$ cat src/rtl/vrased_pkg.sv
// rtl/vrased_pkg.sv - shared cause codes, FSM states and range helper for vrased_mon
package vrased_pkg;

    localparam logic [2:0] CAUSE_NONE       = 3'd0;
    localparam logic [2:0] CAUSE_ATOM_ENTRY = 3'd1;
    localparam logic [2:0] CAUSE_ATOM_EXIT  = 3'd2;
    localparam logic [2:0] CAUSE_IRQ        = 3'd3;
    localparam logic [2:0] CAUSE_CPU        = 3'd4;
    localparam logic [2:0] CAUSE_DMA        = 3'd5;

    typedef enum logic [1:0] {
        ST_RUN  = 2'd0,
        ST_HOLD = 2'd1,
        ST_WAIT = 2'd2
    } state_t;

    // Upper bound is formed in 17 bits so a region ending at 16'hFFFF does not wrap.
    // A zero size makes the range empty.
    function automatic logic in_range(input logic [15:0] a,
                                      input logic [15:0] base,
                                      input logic [15:0] size);
        logic [16:0] upper;
        upper = {1'b0, base} + {1'b0, size};
        return (a >= base) && ({1'b0, a} < upper);
    endfunction

endpackage

$ cat src/rtl/vrased_region_chk.sv
// rtl/vrased_region_chk.sv - per-region CPU and DMA hit detection
module vrased_region_chk
    import vrased_pkg::*;
(
    input  logic [15:0] base,
    input  logic [15:0] size,
    input  logic [1:0]  mode,
    input  logic        data_en,
    input  logic        data_wr,
    input  logic [15:0] data_addr,
    input  logic        dma_en,
    input  logic [15:0] dma_addr,
    output logic        cpu_hit,
    output logic        dma_hit
);

    // mode[0] clear leaves reads open, so only writes hit.
    assign cpu_hit = data_en && in_range(data_addr, base, size) && (mode[0] || data_wr);
    assign dma_hit = dma_en && in_range(dma_addr, base, size) && mode[1];

endmodule

$ cat src/rtl/vrased_mon.sv
// rtl/vrased_mon.sv - multi-region access and atomicity monitor driving MCU reset
module vrased_mon
    import vrased_pkg::*;
#(
    parameter int                          NUM_REGIONS   = 4,
    parameter logic [16*NUM_REGIONS-1:0]   REGION_BASE   = {16'h6A00, 16'h0400, 16'h0270, 16'hE000},
    parameter logic [16*NUM_REGIONS-1:0]   REGION_SIZE   = {16'h0040, 16'h0C00, 16'h0020, 16'h2000},
    parameter logic [2*NUM_REGIONS-1:0]    REGION_MODE   = {2'b11, 2'b11, 2'b11, 2'b11},
    parameter logic [15:0]                 SMEM_BASE     = 16'hA000,
    parameter logic [15:0]                 SMEM_SIZE     = 16'h4000,
    parameter logic [15:0]                 FST_ADDR      = 16'hA028,
    parameter logic [15:0]                 LST_ADDR      = 16'hA048,
    parameter logic [15:0]                 RESET_HANDLER = 16'h0000,
    parameter int                          HOLD_CYCLES   = 4,
    parameter int                          CNT_W         = 8,
    localparam int                         RW            = (NUM_REGIONS > 1) ? $clog2(NUM_REGIONS) : 1
)(
    input  logic             clk,
    input  logic             reset_n,
    input  logic [15:0]      pc,
    input  logic             data_en,
    input  logic             data_wr,
    input  logic [15:0]      data_addr,
    input  logic             dma_en,
    input  logic [15:0]      dma_addr,
    input  logic             irq,
    output logic             reset,
    output logic [2:0]       viol_src,
    output logic [RW-1:0]    viol_region,
    output logic [CNT_W-1:0] viol_cnt
);

    localparam int HW = (HOLD_CYCLES > 1) ? $clog2(HOLD_CYCLES) : 1;

    state_t           state;
    logic [HW-1:0]    hold_ctr;
    logic [15:0]      pc_prev;

    logic [NUM_REGIONS-1:0] cpu_hit;
    logic [NUM_REGIONS-1:0] dma_hit;

    for (genvar r = 0; r < NUM_REGIONS; r++) begin : g_region
        vrased_region_chk u_chk (
            .base      (REGION_BASE[16*r +: 16]),
            .size      (REGION_SIZE[16*r +: 16]),
            .mode      (REGION_MODE[2*r +: 2]),
            .data_en   (data_en),
            .data_wr   (data_wr),
            .data_addr (data_addr),
            .dma_en    (dma_en),
            .dma_addr  (dma_addr),
            .cpu_hit   (cpu_hit[r]),
            .dma_hit   (dma_hit[r])
        );
    end

    logic pc_in_smem;
    logic prev_in_smem;
    logic atom_entry;
    logic atom_exit;
    logic irq_viol;

    assign pc_in_smem   = in_range(pc, SMEM_BASE, SMEM_SIZE);
    assign prev_in_smem = in_range(pc_prev, SMEM_BASE, SMEM_SIZE);
    assign atom_entry   = !prev_in_smem && pc_in_smem && (pc != FST_ADDR);
    assign atom_exit    = prev_in_smem && !pc_in_smem && (pc_prev != LST_ADDR);
    assign irq_viol     = irq && pc_in_smem;

    // Lowest region index wins: scan downwards so the last match kept is the smallest.
    logic          cpu_any;
    logic          dma_any;
    logic [RW-1:0] cpu_sel;
    logic [RW-1:0] dma_sel;

    always_comb begin
        cpu_any = 1'b0;
        dma_any = 1'b0;
        cpu_sel = '0;
        dma_sel = '0;
        for (int r = NUM_REGIONS - 1; r >= 0; r--) begin
            if (cpu_hit[r]) begin
                cpu_any = 1'b1;
                cpu_sel = RW'(r);
            end
            if (dma_hit[r]) begin
                dma_any = 1'b1;
                dma_sel = RW'(r);
            end
        end
    end

    logic [2:0]    cause;
    logic [RW-1:0] cause_region;

    always_comb begin
        cause        = CAUSE_NONE;
        cause_region = '0;
        if (atom_entry) begin
            cause = CAUSE_ATOM_ENTRY;
        end else if (atom_exit) begin
            cause = CAUSE_ATOM_EXIT;
        end else if (irq_viol) begin
            cause = CAUSE_IRQ;
        end else if (cpu_any && !pc_in_smem) begin
            cause        = CAUSE_CPU;
            cause_region = cpu_sel;
        end else if (dma_any) begin
            cause        = CAUSE_DMA;
            cause_region = dma_sel;
        end
    end

    always_ff @(posedge clk) begin
        if (!reset_n) begin
            state       <= ST_RUN;
            reset       <= 1'b0;
            viol_src    <= CAUSE_NONE;
            viol_region <= '0;
            viol_cnt    <= '0;
            hold_ctr    <= '0;
            pc_prev     <= RESET_HANDLER;
        end else begin
            case (state)
                ST_RUN: begin
                    pc_prev <= pc;
                    if (cause != CAUSE_NONE) begin
                        state       <= ST_HOLD;
                        reset       <= 1'b1;
                        viol_src    <= cause;
                        viol_region <= cause_region;
                        hold_ctr    <= HW'(HOLD_CYCLES - 1);
                        if (viol_cnt != {CNT_W{1'b1}}) begin
                            viol_cnt <= viol_cnt + CNT_W'(1);
                        end
                    end
                end
                ST_HOLD: begin
                    // Forcing pc_prev keeps the first RUN cycle free of atomicity events.
                    pc_prev <= RESET_HANDLER;
                    if (hold_ctr == '0) begin
                        state <= ST_WAIT;
                    end else begin
                        hold_ctr <= hold_ctr - HW'(1);
                    end
                end
                ST_WAIT: begin
                    pc_prev <= RESET_HANDLER;
                    if (pc == RESET_HANDLER) begin
                        state <= ST_RUN;
                        reset <= 1'b0;
                    end
                end
                default: begin
                    state <= ST_RUN;
                    reset <= 1'b0;
                end
            endcase
        end
    end

endmodule

$ cat config.mk
export PLATFORM = sky130hd
export DESIGN_NAME = vrased_mon
export DESIGN_NICKNAME = d
export VERILOG_FILES = /design/src/rtl/vrased_pkg.sv /design/src/rtl/vrased_region_chk.sv /design/src/rtl/vrased_mon.sv
export SDC_FILE = /design/constraint.sdc
export NUM_CORES = 1
export LEC_CHECK = 0
export ABC_AREA = 1
export BUFFER_PORTS_ARGS = -buffer_cell sky130_fd_sc_hd__clkbuf_2
export CORE_ASPECT_RATIO = 0.6
export CORE_MARGIN = 10
export CORE_UTILIZATION = 30
export DETAILED_ROUTE_END_ITERATION = 6
export PLACE_DENSITY = 0.61
export SETUP_SLACK_MARGIN = 0.5
export SYNTH_ARGS = -nofsm -noshare
export SYNTH_HDL_FRONTEND = slang
export SYNTH_SLANG_ARGS = --single-unit
$ cat constraint.sdc
create_clock -name clk -period 2.9 [get_ports clk]
set_clock_uncertainty 0.2 [all_clocks]
set_input_delay 0.58 -clock clk [delete_from_list [all_inputs] [get_ports clk]]
set_output_delay 0.58 -clock clk [all_outputs]
set_load 0.05 [all_outputs]
# --- Word-level counts from Yosys, hierarchy flattened ---
# Index checks and enable logic that the tools add are counted.
classes:
  add_sub_neg: 2
  order_cmp: 20
  eq_ne: 9
  muxes: 37
  bitwise: 1
  reduce_logical: 38
op_table:
  columns: ["op", "n"]
  rows:
  - ["$ge A16 B16 Y1 const B", 4]
  - ["$mux W2", 18]
  - ["$lt A16 B17 Y1 const B", 2]
  - ["$ge A16 B10 Y1 const B", 2]
  - ["$ge A16 B11 Y1 const B", 2]
  - ["$ge A16 B15 Y1 const B", 2]
  - ["$lt A16 B10 Y1 const B", 2]
  - ["$lt A16 B13 Y1 const B", 2]
  - ["$lt A16 B15 Y1 const B", 2]
  - ["$lt A16 B16 Y1 const B", 2]
  - ["$ne A16 B16 Y1 const B", 2]
  - ["$pmux W16 S2", 1]
  - ["$logic_and A1 B1 Y1", 24]
  - ["$logic_not A16 Y1", 1]
  - ["$mux W3", 5]
  - ["$reduce_and A3 Y1", 4]
  - ["$mux W1", 10]
  - ["$add A8 B1 Y8 const B", 1]
  - ["$ne A2 B2 Y1 const B", 4]
  - ["$ne A8 B8 Y1 const B", 1]
  - ["$pmux W2 S3", 1]
  - ["$logic_not A2 Y1", 2]
  - ["$pmux W2 S2", 1]
  - ["$reduce_bool A2 Y1", 2]
  - ["other kinds (9)", 10]
totals:
  reg_bits: 34
  in_bits: 54
  wordCells: 114

# --- Logic depth before layout (Yosys ltp) ---
# Gate-level depths: netlist (run 1).
logic_depth:
  depth_word: 15
  depth_mapped: 15
  mapped_depth_nobuf: 14

# --- By module ---
# From an unflattened synthesis (run 1), not the netlist that was laid out.
hier_totals:
  hier_cells: 1703
  hier_area_um2: 11029.3
by_module_without_submodules:
  columns: ["mod", "instances", "cells_per_inst", "area_per_inst_um2"]
  rows:
  - ["vrased_region_chk (g_region[0].u_chk ...)", 3, 354, 2297.2]
  - ["vrased_region_chk (g_region[1].u_chk)", 1, 352, 2290.9]
  - ["vrased_mon", 1, 289, 1846.8]

# --- Least setup slack after synthesis (run 1) ---
# OpenSTA, ideal clock, no wires.
synth_path:
  kind: "register -> register"
  from: "register viol_cnt[1]"
  to: "register viol_cnt[7]"
  t_arrival_ns: 1.843
  required_time_ns: 2.572
  path_slack_ns: 0.729
  path_stages_with_launch: 13
  n_path_buf: 0
  period_less_slack_ns: 2.171
  cell_sequence: "dfxtp_1 -> ha_1 -> nand3_1 -> nor2_1 -> nand2_1 -> nor2_1 -> nand2_1 -> nand2_1 -> nor3_1 -> nand3_1 -> nand2_1 -> nand2_1 -> nor2_1"
synth_between:
  elab_chain_cells: 2
  word_cells_on_any_way: 3
  cone_classes: "1 x add/sub; 1 x eq/ne; 1 x reduce/logical"
synth_lines:
  columns: ["element", "line_no", "source"]
  rows:
  - ["from (decl)", "vrased_mon.sv:30", "output logic [CNT_W-1:0] viol_cnt"]
  - ["from (signal assigned)", "vrased_mon.sv:133", "viol_cnt <= viol_cnt + CNT_W'(1);"]
  - ["parallel branches: the longest is 2 deep, another holds $add A8 B1 Y8", null, null]
# Parallel ways; which one is timed is not known.
# A chain may end at the register's enable or synchronous reset.

# --- Final worst setup path (run 1) ---
layout_path:
  from: "input port data_addr[10]"
  to: "register hold_ctr[0]"
layout_between:
  elab_chain_cells: 15
  word_cells_on_any_way: 28
  cone_classes: "8 x order compare; 1 x eq/ne; 8 x mux; 11 x reduce/logical"
layout_lines:
  columns: ["element", "line_no", "source"]
  rows:
  - ["from (decl)", "vrased_mon.sv:23", "input logic [15:0] data_addr,"]
  - ["$ge A16 B15 Y1 or $lt A16 B15 Y1 (tied branches)", "vrased_pkg.sv:24", "return (a >= base) && ({1'b0, a} < upper);"]
  - ["$logic_and A1 B1 Y1", "vrased_pkg.sv:24", null]
  - ["$logic_and A1 B1 Y1", "vrased_region_chk.sv:18", "assign cpu_hit = data_en && in_range(data_addr, base, size) && (mode[0] || data_wr);"]
  - ["$mux W1 (3 in a row)", "vrased_mon.sv:81", "if (cpu_hit[r]) begin"]
  - ["$mux W1 (*)", "vrased_mon.sv:81", null]
  - ["$logic_and A1 B1 Y1 (*)", "vrased_mon.sv:104", "end else if (cpu_any && !pc_in_smem) begin"]
  - ["$mux W3 (*)", "vrased_mon.sv:104", null]
  - ["$mux W3 (*)", "vrased_mon.sv:102", "end else if (irq_viol) begin"]
  - ["$mux W3 (*)", "vrased_mon.sv:100", "end else if (atom_exit) begin"]
  - ["$mux W3 (*)", "vrased_mon.sv:98", "if (atom_entry) begin"]
  - ["$reduce_bool A3 Y1 (*)", "vrased_mon.sv:126", "if (cause != CAUSE_NONE) begin"]
  - ["$ne A2 B2 Y1 (no line) (*)", null, null]
  - ["$reduce_and A3 Y1 (no line) (*)", null, null]
  - ["to (signal assigned)", "vrased_mon.sv:131", "hold_ctr <= HW'(HOLD_CYCLES - 1);"]
  - ["to (signal assigned)", "vrased_mon.sv:143", "hold_ctr <= hold_ctr - HW'(1);"]
  - ["to (decl)", "vrased_mon.sv:36", "logic [HW-1:0] hold_ctr;"]
# Every way passes the cells marked *; elsewhere a longest branch is shown, timed or not.

==> run_results.csv, run 1 <==
group,metric,value,unit
routing,drc_errors,0,
yosys,synth_area,2120,µm²
clock_tree,holdBufCountCts,0,
yosys,yosys_warnings,0,
yosys,synth_top_area_share,32.1,%
routing,drtIter0Drc,115,
floorplan,dieWidth,129,µm
global_routing,track_usage,9.62,%
yosys,async_flop_share,0,%
worst_hold_path,hold_class,"register to register",
setup_path,crit_required,2.90,ns
floorplan,initial_core_util,31.3,%
sta,rsz0062_at_grt,"no",
placed_design,io_buffers,58,
yosys,synth_xor_area_share,0.413,%
power,finalPower,2230,µW
setup_path,crit_path_max_fanout,5,
clock_tree,cts-root-buf,"clkbuf_16",
cells_and_area,diodes,0,
yosys,synth_top_family_by_area,"simple AND/OR/NAND/NOR gates",
setup_path,path_cells,"clkbuf_2 -> or2_1 -> nand2_1 -> nand3_1 -> o21ai_0 -> nand4_4 -> nand2_1 -> nand2_1 -> a21oi_1",
routing,vias_per_cell,4.51,
clock_tree,insertion_delay,0.27,ns
floorplan,rows,23,
placed_design,gp_congestion,0.809,
power,ir_drop,0.000275,V
routing,vias,2212,
cells_and_area,fillers,726,
sta,tns,0,ns
placed_design,place_ws,0.630,ns
yosys,synth_edf_count,0,
sta,finalMaxSlewViolations,0,
sta,layout_worst_path_cycle_share,68.5,%
setup_path,cp_top_family,"simple AND/OR/NAND/NOR gates",
cells_and_area,areaGrowthSynthToFinish,24.8,%
yosys,synthAdderAreaFrac,3.54,%
yosys,synth_cell_types,29,
cells_and_area,drive_gt1_share,21.5,%
yosys,synth-simple-area-share,47.9,%
setup_path,critPathBufInv,1,
routing,drt_first_pass_iters,4,
setup_path,crit_arrival,1.99,ns
clock_tree,cts_tree,"done",
clock_tree,clk_pin_slew,0.05,ns
sta,worst_slew_pin_slew,0.459,ns
power,power.leakage,0.00132,µW
yosys,syn_area_per_cell,6.16,µm²
sta,fin_crit,1.99,ns
clock_tree,clock-sinks,34,
yosys,muxShareOfSynthArea,0,%
clock_tree,cts_buffers,5,
clock_tree,cts_setup_buffers,0,
global_routing,grt_pass1_wl,8850,µm
yosys,synthFlopType,"dfxtp_1",
sta,setup_violations,0,
sta,fmax,504,MHz
setup_path,path_common_cell,"nand2_1",
global_routing,grt_max_degree,26,
yosys,synth_seq_area_share,32.1,%
sta,hold_viol_final,0,
setup_path,critPathSlowestCell,"o21ai_0",
clock_tree,cts_max_path_buffers,2,
power,p_per_area,844,nW/µm²
floorplan,die-area,10900,µm²
setup_path,critPathLaunchType,"primary input",
floorplan,ios,68,
clock_tree,cts_resized,0,
routing,ant_nets,0,
job,cap_violations,0,
cells_and_area,register_area,681,µm²
yosys,synth-seq-cells,34,
clock_tree,h-tree-depth,2,
global_routing,grt_pass1_vias,2054,
routing,wl,5310,µm
yosys,synth.most_common_cell,"nand2_1",
sta,fin_ws,0.914,ns
global_routing,antenna_found_initial,0,
yosys,syn_inst,344,
setup_path,crit_type,"primary input to register",
yosys,synthTopCellsByCount,"nand2_1 (110), nor2_1 (64), dfxtp_1 (34), inv_1 (32), a21oi_1 (25)",
routing,wl_per_cell,10.8,µm
floorplan,dieHeight,85.1,µm
sta,slew_headroom,69.1,%
placed_design,hpwlAfterDp,4350,µm
yosys,synth.net_count,404,
yosys,synth-compound-area-share,7.62,%
global_routing,grt_overflow,0,
yosys,yosys.area.top_type,"dfxtp_1",
setup_path,cpPeakStageDelay,0.39,ns
yosys,synth.area.top_cells,"dfxtp_1 (32%), nand2_1 (19%), nor2_1 (11%)",
cells_and_area,multiInputGateArea,1260,µm²
setup_path,setup.worst_path.end_class,"register",
outcome,status,"finished, final reports clean",
floorplan,coreArea,6760,µm²
cells_and_area,fin_nets,463,
## kinds of logic after synthesis
family | count (synthesis)
buffers and inverters | 44
AND/OR/NAND/NOR | 228
flip-flops | 34
adder cells (fa/ha/maj) | 6
XOR/XNOR | 1
AO/OA/AOI/OAI | 31
## routing by layer
layer  global-route usage (%)  wire (µm)  vias up
li1                         -          -     1205
met1                     11.8       2690      956
met2                     15.0       2200       46
met3                     4.04        369        5
met4                     2.82         47        0
met5                        0          0        -
## worst register-to-register path: stages (launching register included)
cell,delay [ns]
dfxtp_1,0.34
ha_1,0.19
nand3_1,0.12
nor2_1,0.19
nand2_1,0.07
nor2_1,0.13
nand2_1,0.14
nand2_1,0.14
nor3_1,0.07
nand3_1,0.08
nand2_1,0.05
nand2_1,0.05
nor2_1,0.03
## cell usage in the layout (no fill, tap or decap), drive strengths merged
cell type  count
nand3         20
o21ai          4
dfxtp         34
buf            3
nor2          67
clkinv         1
inv           35
a21boi         1
nand2        117
ha             6
nor3           3
xnor2          1
or2            5
nand4         15
nor4           1
a21oi         26
clkbuf        65
## cell type report
cell class,instances,share of cell area (%)
inverters,35,5.06
multi-input cells,266,47.7
well taps,87,4.12
flip-flops and latches,34,25.7
clock buffers,7,5.39
clock inverters,1,0.189
repair buffers,61,11.8
## worst paths after layout
check | end | cells after the start | startpoint | slack, ns
worst max register to register | viol_cnt[7] | 12 | viol_cnt[0] | 0.97
worst min-delay path | pc_prev[3] | 2 | pc_prev[3] | 0.26
worst max-delay path | hold_ctr[0] | 9 | data_addr[10] | 0.91
worst min register to register | pc_prev[3] | 2 | pc_prev[3] | 0.26
## state kept, by name, indices dropped and copies added (netlist names)
register / count
viol_region: 2
pc_prev: 16
viol_cnt: 8
viol_src: 3
reset: 1
state: 2
hold_ctr: 2
## report_power, final
part           total [µW]  switching [µW]  internal, µW
logic                1020             692           324
registers             694            89.1           605
clock network         521             182           340
## per-stage QoR
stage / util (%) / hold WS (ns) / instance area (µm²) / instances
floorplan: - / 0.236 / 2120 / 344
finish: 39.1 / 0.260 / 2650 / 491
global route: 39.1 / 0.283 / 2650 / 491
detailed placement: 36.9 / 0.253 / 2500 / 483
CTS: 39.1 / 0.261 / 2650 / 491
global placement: 36.9 / 0.248 / 2500 / 483
No activity file was read; power rests on OpenSTA's default activity.
==> run 2, diff against run 1 <==
--- a/config.mk
+++ b/config.mk
@@ -11,7 +11,7 @@
 export CORE_MARGIN = 10
 export CORE_UTILIZATION = 30
 export DETAILED_ROUTE_END_ITERATION = 6
-export PLACE_DENSITY = 0.61
+export PLACE_DENSITY = 0.63
 export SETUP_SLACK_MARGIN = 0.5
 export SYNTH_ARGS = -nofsm -noshare
 export SYNTH_HDL_FRONTEND = slang
==> constraint.sdc (replaced) <==
create_clock -name clk -period 1.63 [get_ports clk]
set_clock_uncertainty 0.2 [all_clocks]
set_input_delay 0.326 -clock clk [delete_from_list [all_inputs] [get_ports clk]]
set_output_delay 0.326 -clock clk [all_outputs]
set_load 0.05 [all_outputs]
==> run 2 against run 1 <==
  * The run now ends with negative setup slack left
  * Total power rose to 2.5 times the previous value
  * Hold slack got worse by 0.17 ns
  * Worst setup slack got worse by 1.1 ns
  * Critical endpoint is now state[0]
  * Count of clock-buffer cells in the layout rose by 1
  * Core utilization rose by 16 points
  * Sequential cell count did not move
  * Final area rose by 40%
  * Via count rose by 14%
  * Critical path type is now register to register
==> run_results.csv, run 2 (synthesized netlist as in run 1, its figures left out) <==
group,metric,value,unit
cells_and_area,areaGrowthSynthToFinish,74.8,%
floorplan,initial_core_util,31.3,%
sta,finalMaxSlewViolations,0,
floorplan,dieHeight,85.1,µm
power,power.share.clock,18.4,%
global_routing,grt_pass1_vias,2530,
cells_and_area,fin_nets,519,
placed_design,gp_congestion,0.787,
sta,hold_viol_final,0,
global_routing,track_usage,12.0,%
setup_path,crit_arrival,1.86,ns
global_routing,grt_overflow,0,
cells_and_area,top_register,"pc_prev",
clock_tree,cts-root-buf,"clkbuf_16",
routing,drtIter0Drc,119,
cells_and_area,largest_register_ffs,16,
clock_tree,clock-sinks,34,
clock_tree,cts_max_path_buffers,2,
routing,wl,6690,µm
floorplan,ios,68,
routing,vias,2514,
clock_tree,cts_tree,"done",
floorplan,coreArea,6760,µm²
power,sw_frac_of_total,39.6,%
power,p_seq_share,23.3,%
cells_and_area,fillers,608,
setup_path,r2r_end,"state[0]",
clock_tree,insertion_delay,0.28,ns
sta,setup_violations,18,
worst_hold_path,hold-path-endpoint,"pc_prev[8]",
power,power.leakage,0.00174,µW
sta,fmax,540,MHz
placed_design,io_buffers,58,
routing,vias_per_cell,4.60,
clock_tree,h-tree-depth,2,
setup_path,crit_type,"register to register",
placed_design,hpwlAfterDp,4590,µm
global_routing,grt_pass1_wl,11100,µm
cells_and_area,diodes,0,
sta,holdWs,0.0869,ns
power,p_per_area,1530,nW/µm²
sta,worst_slew_pin_slew,0.498,ns
worst_hold_path,hold_class,"primary input to register",
sta,slew_headroom,66.7,%
cells_and_area,drive_gt1_share,46.7,%
clock_tree,clk_pin_slew,0.05,ns
setup_path,crit_path_max_fanout,5,
worst_hold_path,min_path_cells,3,
setup_path,timing.rr.start,"pc_prev[3]",
power,comb_power_share,58.3,%
sta,fin_crit,1.85,ns
outcome,violations,"negative setup slack",
global_routing,antenna_found_initial,0,
cells_and_area,multiInputGateArea,1470,µm²
job,cap_violations,0,
worst_hold_path,hp-start,"pc[8]",
floorplan,rows,23,
power,ir_drop,0.000653,V
sta,fin_ws,-0.222,ns
floorplan,die-area,10900,µm²
cells_and_area,reg.largest.list,"pc_prev x16, viol_cnt x8, viol_src x3",
routing,ant_nets,0,
placed_design,place_ws,-0.329,ns
cells_and_area,final_cell_mix,"nand2_1 (84), nor2_1 (53), buf_4 (45)",
outcome,status,"finished, violations left",
global_routing,grt_max_degree,26,
setup_path,critPathLaunchType,"register",
routing,drc_errors,0,
power,switchingPower,2240,µW
floorplan,dieWidth,129,µm
sta,layout_worst_path_cycle_share,114,%
setup_path,ff2ff_path_depth,12,
clock_tree,holdBufCountCts,0,
setup_path,crit_required,1.63,ns
clock_tree,cts_buffers,5,
setup_path,setup.worst_path.end_class,"register",
routing,drt_first_pass_iters,4,
power,intPower,3430,µW
cells_and_area,register_area,728,µm²
cells_and_area,mostFrequentLayoutCell,"nand2_1",
routing,wl_per_cell,12.2,µm
setup_path,reg2reg_slack,-0.22,ns
sta,rsz0062_at_grt,"yes",
-- run 2: cell types whose count changed in the layout (fill, tap and decap cells not counted), moves of 14 or more --
cell,previous run,this run
buf_4,3,45
nand2_1,110,84
clkbuf_16,5,19
clkbuf_2,58,44
nand2_2,4,28
dfxtp_1,34,14
-- run 2: worst max-delay path, cell delays in order, from the launching register on --
cell and delay, ns:
dfxtp_1 0.33, inv_1 0.04, nor2_1 0.08, nand2_1 0.06, nor2_2 0.15, nand2_2 0.09, nand2_4 0.08, nand2_4 0.07
nor2_8 0.19, nand4_4 0.16, nand2_2 0.14, nand2_2 0.07, a21oi_2 0.12
-- run 2: repair_timing --
action | CTS | global route
endpoints found under the hold margin | 0 | 0
cloned | 1 | 0
gates resized for setup | 95 | 21
buffers inserted | 15 | 1
pin swaps | 16 | 18
endpoints found under the setup margin | 48 | 48
-- run 2: final cells by class --
type	count	share of cell area [%]
sequential	34	19.7
inverter	35	3.68
multi-input combinational	266	39.8
clock buffer	8	4.49
tap	87	2.94
timing repair buffer	117	29.4
-- run 2: power by group through the flow --
| stage | clock network [µW] | registers [µW] | logic [µW] |
|---|---|---|---|
| 2_1_floorplan | 0 | 1580 | 1250 |
| 3_3_place_gp | 0 | 1270 | 2030 |
| 3_5_place_dp | 0 | 1280 | 2060 |
| 4_1_cts | 1050 | 1310 | 3110 |
| 5_1_grt | 1080 | 1350 | 3570 |
| 6_report | 1040 | 1320 | 3310 |
-- run 2: metal layers --
metal  vias to the layer above  wire length, µm  track usage [%]
met1                      1109             3070             14.7
met5                         -                0                0
met3                        13              415             3.79
met2                        66             3070             19.5
li1                       1326                -                -
met4                         0              129             4.23
-- run 2: how the worst max path moves through the flow --
| stage | to | slack [ns] | start | cells past startpoint |
|---|---|---|---|---|
| 5_1_grt | state[0] | -0.33 | pc_prev[6] | 12 |
| 6_report | state[0] | -0.22 | pc_prev[3] | 12 |
| 4_1_cts | state[0] | -0.14 | pc_prev[15] | 12 |
| 3_5_place_dp | viol_cnt[6] | -0.33 | data_addr[14] | 12 |
| 3_3_place_gp | viol_cnt[6] | -0.29 | data_addr[14] | 12 |
| 2_1_floorplan | viol_cnt[5] | -0.19 | viol_cnt[1] | 12 |
-- run 2: stage by stage --
stage          instance area, µm²  util [%]  TNS [ns]  instances  power, µW
2_1_floorplan                2240         -     -1.05        344       2830
3_3_place_gp                 2890      42.7     -4.20        522       3300
3_5_place_dp                 2890      42.7     -4.77        522       3340
4_1_cts                      3630      53.7     -1.91        546       5470
5_1_grt                      3700      54.8     -4.68        547       6000
6_report                     3700      54.8     -2.75        547       5670
